`config.mk`:
```
export PLATFORM = sky130hd
export DESIGN_NAME = controller_registers
export DESIGN_NICKNAME = d
export VERILOG_FILES = /design/src/rtl/controller_registers.sv
export SDC_FILE = /design/constraint.sdc
export NUM_CORES = 1
export LEC_CHECK = 0
export CORE_MARGIN = 10
export CORE_UTILIZATION = 51
export DETAILED_ROUTE_END_ITERATION = 8
export GPL_ROUTABILITY_DRIVEN = 1
export PLACE_DENSITY = 0.71
export SYNTH_ARGS = -nofsm -noshare
export SYNTH_HDL_FRONTEND = slang
export SYNTH_SLANG_ARGS = --single-unit
export TNS_END_PERCENT = 5
```
`constraint.sdc`:
```
create_clock -name clk -period 1.9 [get_ports clk]
set_clock_uncertainty 0.15 [all_clocks]
set_input_delay 0.285 -clock clk [delete_from_list [all_inputs] [get_ports clk]]
set_output_delay 0.285 -clock clk [all_outputs]
set_load 0.02 [all_outputs]
```
`src/rtl/controller_registers.sv`:
```
// Per-frame controller fetch scheduler plus CPU-visible button/edge/frame registers.
// Optional CONTROLLER_REGISTERS_SOCD_FILTER_EN cancels opposing D-pad directions before capture.

module controller_registers_lane (
  input  logic       clk,
  input  logic       rst,
  input  logic       sample_i,
  input  logic       clr_prs_i,
  input  logic       clr_rel_i,
  input  logic [7:0] btn_i,
  output logic [7:0] cur_o,
  output logic [7:0] prs_o,
  output logic [7:0] rel_o
);
  logic [7:0] cur_q, cur_d;
  logic [7:0] prs_q, prs_d;
  logic [7:0] rel_q, rel_d;

  // A read clear and a capture on the same edge keep only the fresh edges.
  always_comb begin
    cur_d = cur_q;
    prs_d = clr_prs_i ? 8'h00 : prs_q;
    rel_d = clr_rel_i ? 8'h00 : rel_q;
    if (sample_i) begin
      prs_d = prs_d | (btn_i & ~cur_q);
      rel_d = rel_d | (~btn_i & cur_q);
      cur_d = btn_i;
    end
  end

  always_ff @(posedge clk) begin
    if (rst) begin
      cur_q <= 8'h00;
      prs_q <= 8'h00;
      rel_q <= 8'h00;
    end else begin
      cur_q <= cur_d;
      prs_q <= prs_d;
      rel_q <= rel_d;
    end
  end

  assign cur_o = cur_q;
  assign prs_o = prs_q;
  assign rel_o = rel_q;
endmodule

module controller_registers #(
  parameter int NUM_CONTROLLERS = 2,
  parameter int SETTLE_CYCLES   = 16
) (
  input  logic                         clk,
  input  logic                         rst,
  input  logic                         vblank_start,
  output logic                         start_fetch,
  input  logic [8*NUM_CONTROLLERS-1:0] controller_buttons_in_LIST,
  input  logic [3:0]                   cpu_address,
  input  logic                         cpu_read_en,
  output logic [7:0]                   cpu_data_out,
  output logic                         sample_valid
);
  typedef enum logic [1:0] {IDLE, FETCH, SETTLE, SAMPLE} state_e;

  state_e     state_q, state_d;
  logic [7:0] cnt_q, cnt_d;
  logic [7:0] frame_q;
  logic [7:0] dout_q;
  logic       sv_q;
  logic       do_sample;

  logic [NUM_CONTROLLERS-1:0][7:0] btn_f, cur, prs, rel;
  logic [NUM_CONTROLLERS-1:0]      clr_prs, clr_rel;
  logic [1:0]                      rd_idx, rd_sel;
  logic [7:0]                      rd_data;

  assign rd_idx = cpu_address[3:2];
  assign rd_sel = cpu_address[1:0];

  always_ff @(posedge clk) begin
    if (rst) begin
      state_q <= IDLE;
      cnt_q   <= 8'h00;
    end else begin
      state_q <= state_d;
      cnt_q   <= cnt_d;
    end
  end

  always_comb begin
    state_d = state_q;
    cnt_d   = cnt_q;
    case (state_q)
      IDLE:    if (vblank_start) state_d = FETCH;
      FETCH: begin
        cnt_d   = 8'(SETTLE_CYCLES - 1);
        state_d = SETTLE;
      end
      SETTLE:  if (cnt_q == 8'h00) state_d = SAMPLE;
               else                cnt_d   = cnt_q - 8'h01;
      SAMPLE:  state_d = IDLE;
      default: state_d = IDLE;
    endcase
  end

  always_comb begin
    start_fetch = (state_q == FETCH);
    do_sample   = (state_q == SAMPLE);
  end

  genvar k;
  generate
    for (k = 0; k < NUM_CONTROLLERS; k++) begin : g_lane
      logic [7:0] raw;
      logic       hit;
      assign raw = controller_buttons_in_LIST[8*k +: 8];
`ifdef CONTROLLER_REGISTERS_SOCD_FILTER_EN
      // Opposing directions held together read as neither.
      assign btn_f[k] = {raw[7:4],
                         (raw[3] & raw[2]) ? 2'b00 : raw[3:2],
                         (raw[1] & raw[0]) ? 2'b00 : raw[1:0]};
`else
      assign btn_f[k] = raw;
`endif
      assign hit        = cpu_read_en && (rd_idx == 2'(k));
      assign clr_prs[k] = hit && (rd_sel == 2'd1);
      assign clr_rel[k] = hit && (rd_sel == 2'd2);

      controller_registers_lane u_lane (
        .clk       (clk),
        .rst       (rst),
        .sample_i  (do_sample),
        .clr_prs_i (clr_prs[k]),
        .clr_rel_i (clr_rel[k]),
        .btn_i     (btn_f[k]),
        .cur_o     (cur[k]),
        .prs_o     (prs[k]),
        .rel_o     (rel[k])
      );
    end
  endgenerate

  // Unpopulated controller slots fall through to 0x00.
  always_comb begin
    rd_data = 8'h00;
    for (int i = 0; i < NUM_CONTROLLERS; i++) begin
      if (rd_idx == 2'(i)) begin
        case (rd_sel)
          2'd0:    rd_data = cur[i];
          2'd1:    rd_data = prs[i];
          2'd2:    rd_data = rel[i];
          default: rd_data = frame_q;
        endcase
      end
    end
  end

  always_ff @(posedge clk) begin
    if (rst) begin
      frame_q <= 8'h00;
      dout_q  <= 8'h00;
      sv_q    <= 1'b0;
    end else begin
      sv_q <= do_sample;
      if (do_sample)   frame_q <= frame_q + 8'h01;
      if (cpu_read_en) dout_q  <= rd_data;
    end
  end

  assign cpu_data_out = dout_q;
  assign sample_valid = sv_q;
endmodule

```
==> results of run 1 <==
==> worst max-delay path: stages (launching register included) <==
cell and delay, ps:
dfxtp_1 330, inv_1 100, ha_1 190, nor3b_1 400, a21boi_0 270, a221oi_2 270, nor2_1 60
==> logic make-up after synthesis <==
family	after synthesis
compound gates	91
xor+xnor	7
fa+ha+maj	7
buf+inv	57
flops	75
mux	33
simple gates	114
==> report_power, final <==
| group | internal, mW | switching [mW] |
|---|---|---|
| Combinational | 0.644 | 0.716 |
| Sequential | 1.74 | 0.149 |
| Clock | 1.00 | 0.610 |
| Total | 3.39 | 1.47 |
==> cells in the mapped netlist, drive strengths merged, types with 4 or more instances <==
| cell | count |
|---|---|
| nand2 | 13 |
| nand2b | 4 |
| a21oi | 19 |
| nor2 | 61 |
| clkbuf | 13 |
| mux2 | 4 |
| a32oi | 16 |
| inv | 36 |
| buf | 8 |
| mux2i | 29 |
| dfxtp | 75 |
| nor2b | 5 |
| nand3b | 6 |
| xor2 | 5 |
| o21ai | 21 |
| nand4 | 4 |
| a32o | 13 |
| and2 | 6 |
| ha | 7 |
| a222oi | 6 |
==> metal layers <==
metal | track usage | routed length [um]
met1 | 0.199 | 3760
met2 | 0.264 | 3930
met3 | 0.0466 | 308
met4 | 0.0672 | 123
met5 | 0 | 0
==> flip-flops by register name (all words and copies together), names as in the netlist <==
| name | cells |
|---|---|
| g_lane.u_lane.cur_o | 16 |
| g_lane.u_lane.rel_o | 16 |
| cnt_q | 8 |
| sample_valid | 1 |
| frame_q | 8 |
| cpu_data_out | 8 |
| state_q | 2 |
| g_lane.u_lane.prs_o | 16 |
==> metrics by stage <==
step	hold slack, ps	power (mW)	cell area [um^2]
finish	107	4.87	4300
global route	127	5.12	4300
CTS	102	4.84	4290
detailed placement	303	3.25	4030
global placement	292	3.21	4030
floorplan	282	2.80	3430
==> final cells by class <==
class	count	area, um^2	share of cell area
multi-input combinational	252	1720	0.401
clock buffer	9	124	0.0288
inverter	36	135	0.0314
timing repair buffer	64	582	0.135
tap	77	96.3	0.0224
sequential	75	1500	0.349
clock inverter	6	138	0.0320
==> what timing repair did <==
| item | 4_1_cts | 5_1_grt |
|---|---|---|
| cloned | 0 | 0 |
| gates resized for setup | 1 | 2 |
| endpoints found under the setup margin | 1 | 3 |
==> worst max-delay path by stage <==
stage	startpoint	endpoint	slack, ps	cells past startpoint
after floorplan	state_q[0]	cnt_q[3]	140	5
after global placement	cpu_address[1]	g_lane[1].u_lane.rel_o[0]	-150	5
after detailed placement	cpu_address[1]	g_lane[1].u_lane.rel_o[1]	-180	5
after CTS	cnt_q[0]	cnt_q[6]	40	6
after global routing	cnt_q[0]	cnt_q[3]	-130	6
final	cnt_q[0]	cnt_q[3]	20	6
==> results.sh, run 1 <==
export IMPL_synth_top_family_by_area="compound AO/OA/AOI/OAI gates"
export IMPL_critPathCaptureType="flop"
export IMPL_postCtsHoldBufs=0
export IMPL_async_flop_share=0
export IMPL_cp_data_arrival_time_ps=1970
export IMPL_ant_nets=0
export IMPL_ys_flop_type="dfxtp_1"
export IMPL_worst_pin_slew_ps=782
export IMPL_layout_cells_non_filler=519
export IMPL_synth_edf_count=0
export IMPL_synth_top_cell_area_share=0.438
export IMPL_grt_pass1_vias=2812
export IMPL_hold_path_end="cnt_q[0]"
export IMPL_grt_pass1_wl_um=13500
export IMPL_clk_pin_slew_ps=80
export IMPL_post_route_period_util=0.987
export IMPL_die_x_um=102
export IMPL_hpwl_um=5810
export IMPL_syn_inst=384
export IMPL_hp_start="rst"
export IMPL_whs_path_depth=2
export IMPL_route_detailed_drc=0
export IMPL_synth_seq_area_share=0.438
export IMPL_fmax_mhz=533
export IMPL_maxSlewViolCount=0
export IMPL_synth_compound_area_frac=0.194
export IMPL_cts_buffers=9
export IMPL_synthSimpleGateAreaFrac=0.162
export IMPL_cp_max_fo=3
export IMPL_antennaDiodeCount=0
export IMPL_setup_viol=0
export IMPL_powerDensity_mw_per_mm2=1130
export IMPL_dp_worst_setup_slack_ps=-182
export IMPL_portBuffers=33
export IMPL_design_core_area_mm2=0.00646
export IMPL_first_pass_iters=5
export IMPL_fin_ws_ps=24.4
export IMPL_drive_gt1_frac=0.140
export IMPL_cts_setup_buffers=0
export IMPL_relSlewSlack=0.479
export IMPL_timing_rr_start="cnt_q[0]"
export IMPL_vdd_drop_max_uv=687
export IMPL_cp_start_kind="flop"
export IMPL_cp_required_ps=2000
export IMPL_die_area_mm2=0.0104
export IMPL_grt_max_degree=33
export IMPL_hold_violations=0
export IMPL_synth_adder_area_share=0.0255
export IMPL_pin_count=34
export IMPL_antenna_found_initial=0
export IMPL_vias=2883
export IMPL_drtIter0Drc=164
export IMPL_yosysWarnings=0
export IMPL_critPathKind="flop to flop"
export IMPL_placed_cells=504
export IMPL_avgViaCountPerCell=5.55
export IMPL_yosysTopAreaCell="dfxtp_1"
export IMPL_cts_buffer_depth=2
export IMPL_reg2reg_slack_ps=20
export IMPL_die_h_um=102
export IMPL_cts_sinks=75
export IMPL_final_common_cell="dfxtp_1"
export IMPL_rows=29
export IMPL_overflow=0
export IMPL_synthMuxAreaShare=0.0978
export IMPL_hp_class="primary input to flop"
export IMPL_p_leak_nw=1.65
export IMPL_rr_endpoint="cnt_q[3]"
export IMPL_netlist_area_mm2=0.00343
export IMPL_ys_ff_latch=75
export IMPL_fillers=538
export IMPL_area_growth_pct=25.4
export IMPL_mostFrequentLayoutCells="dfxtp_1 (75), nor2_1 (61), inv_1 (36)"
export IMPL_cts_root_buf="clkbuf_8"
export IMPL_synth_area_per_cell_um2=8.93
export IMPL_ys_types=47
export IMPL_initial_utilization=0.531
export IMPL_rsz0062_at_grt="true"
export IMPL_fin_setup_tns_ps=0
export IMPL_clkLatencyLatePin_ps=360
export IMPL_cap_violations=0
export IMPL_synth_xor_area_frac=0.0179
export IMPL_drt_total_wl_um=8130
export IMPL_place_gp_congestion=0.852
export IMPL_nNetsFinal=469
export IMPL_fin_crit_ps=1880
export IMPL_ff2ff_path_depth=6
export IMPL_synth_nets=415
export IMPL_grt_usage=0.163
export IMPL_yosys_top_cells_area="dfxtp_1 (44%), mux2i_1 (8.5%), nor2_1 (6.7%)"
export IMPL_status="finished, final reports clean"
export IMPL_wire_per_inst_um=15.7
export IMPL_final_core_util=0.666
export IMPL_cts_tree="done"
export IMPL_htree_levels=3
(Power assumes the default switching activity.)
==> run 2, diff against run 1 <==
- CORE_MARGIN: 10 -> 2
==> results.sh, run 2 (synthesis results as in run 1) <==
export IMPL_status="finished, final reports clean"
export IMPL_drtIter0Drc=162
export IMPL_drt_total_wl_um=7860
export IMPL_antenna_found_initial=0
export IMPL_fillers=548
export IMPL_cp_start_kind="flop"
export IMPL_die_h_um=86.0
export IMPL_pin_count=34
export IMPL_cp_data_arrival_time_ps=1360
export IMPL_design_core_area_mm2=0.00642
export IMPL_cts_buffers=9
export IMPL_die_x_um=86.0
export IMPL_cp_max_fo=4
export IMPL_portBuffers=33
export IMPL_rows=29
export IMPL_critPathKind="flop to output port"
export IMPL_powerDensity_mw_per_mm2=1090
export IMPL_wire_per_inst_um=15.2
export IMPL_maxSlewViolCount=0
export IMPL_die_area_mm2=0.00740
export IMPL_p_leak_nw=1.63
export IMPL_htree_levels=3
export IMPL_fin_crit_ps=1800
export IMPL_route_detailed_drc=0
export IMPL_cts_root_buf="clkbuf_8"
export IMPL_worst_pin_slew_ps=812
export IMPL_cp_required_ps=1460
export IMPL_avgViaCountPerCell=5.67
export IMPL_hpwl_um=5740
export IMPL_hp_class="primary input to flop"
export IMPL_hold_violations=0
export IMPL_area_growth_pct=24.9
export IMPL_nNetsFinal=467
export IMPL_cap_violations=0
export IMPL_clk_pin_slew_ps=80
export IMPL_critPathCaptureType="output port"
export IMPL_ant_nets=0
export IMPL_initial_utilization=0.534
export IMPL_relSlewSlack=0.454
export IMPL_post_route_period_util=0.946
export IMPL_clkLatencyLatePin_ps=350
export IMPL_cts_buffer_depth=2
export IMPL_grt_pass1_vias=2732
export IMPL_grt_pass1_wl_um=12800
export IMPL_grt_max_degree=26
export IMPL_drive_gt1_frac=0.143
export IMPL_fin_setup_tns_ps=0
export IMPL_cts_setup_buffers=0
export IMPL_overflow=0
export IMPL_cts_sinks=75
export IMPL_place_gp_congestion=0.849
export IMPL_vias=2937
export IMPL_fmax_mhz=557
export IMPL_antennaDiodeCount=0
export IMPL_power_total_mw=4.66
export IMPL_setup_viol=0
export IMPL_first_pass_iters=6
export IMPL_mostFrequentLayoutCells="dfxtp_1 (75), nor2_1 (60), inv_1 (36)"
export IMPL_cts_tree="done"
export IMPL_vdd_drop_max_uv=578
export IMPL_grt_usage=0.220
export IMPL_postCtsHoldBufs=0
export IMPL_final_common_cell="dfxtp_1"
-- run 2: routing by layer --
| layer | track usage | share of wire | up-vias |
|---|---|---|---|
| met4 | 0.0548 | 0.0095 | 0 |
| met5 | 0 | 0 | - |
| met2 | 0.358 | 0.47 | 74 |
| met1 | 0.285 | 0.47 | 1383 |
| li1 | - | - | 1472 |
| met3 | 0.0664 | 0.054 | 8 |
-- run 2: power breakdown --
group | internal, mW | switching [mW] | leakage, nW
clock | 0.748 | 0.624 | 0.114
sequential | 1.74 | 0.155 | 0.606
combinational | 0.640 | 0.751 | 0.910
total | 3.13 | 1.53 | 1.63
-- run 2: worst paths after layout --
check | startpoint | endpoint | slack (ps) | cells past startpoint
worst max-delay path | state_q[1] | start_fetch | 100 | 3
worst min-delay path | rst | cnt_q[4] | 180 | 2
worst max register to register | state_q[0] | cnt_q[3] | 120 | 5
worst min register to register | g_lane[1].u_lane.rel_o[2] | g_lane[1].u_lane.rel_o[2] | 320 | 1
-- run 2: worst max-delay path: stages (launching register included) --
cell           delay, ps
dfxtp_1              330
inv_1                120
ha_1                 220
dlygate4sd2_1        350
-- run 2: through the flow --
stage / hold slack, ps / std cells / setup WS (ps) / utilization / area [um^2]
after global placement: 296 / 502 / -153 / 0.627 / 4020
after floorplan: 282 / 384 / 141 / - / 3430
after CTS: 170 / 518 / 33.9 / 0.661 / 4250
after detailed placement: 299 / 502 / -203 / 0.627 / 4020
final: 179 / 518 / 103 / 0.667 / 4280
after global routing: 202 / 518 / -17.9 / 0.667 / 4280
-- run 2: what timing repair did --
| item | in CTS | in global routing |
|---|---|---|
| pin swaps | 0 | 2 |
| resized for setup | 1 | 7 |
| endpoints found under the hold margin | 0 | 0 |
| setup endpoints to repair | 1 | 4 |
-- run 2: layout make-up --
class                           instances  area [um^2]  share of cell area
Clock buffer                            9          124              0.0289
Clock inverter                          7          100              0.0234
Inverter                               36          135              0.0316
Multi-Input combinational cell        252         1750               0.408
Sequential cell                        75         1500               0.351
Tap cell                               77         96.3              0.0225
Timing Repair Buffer                   62          579               0.135
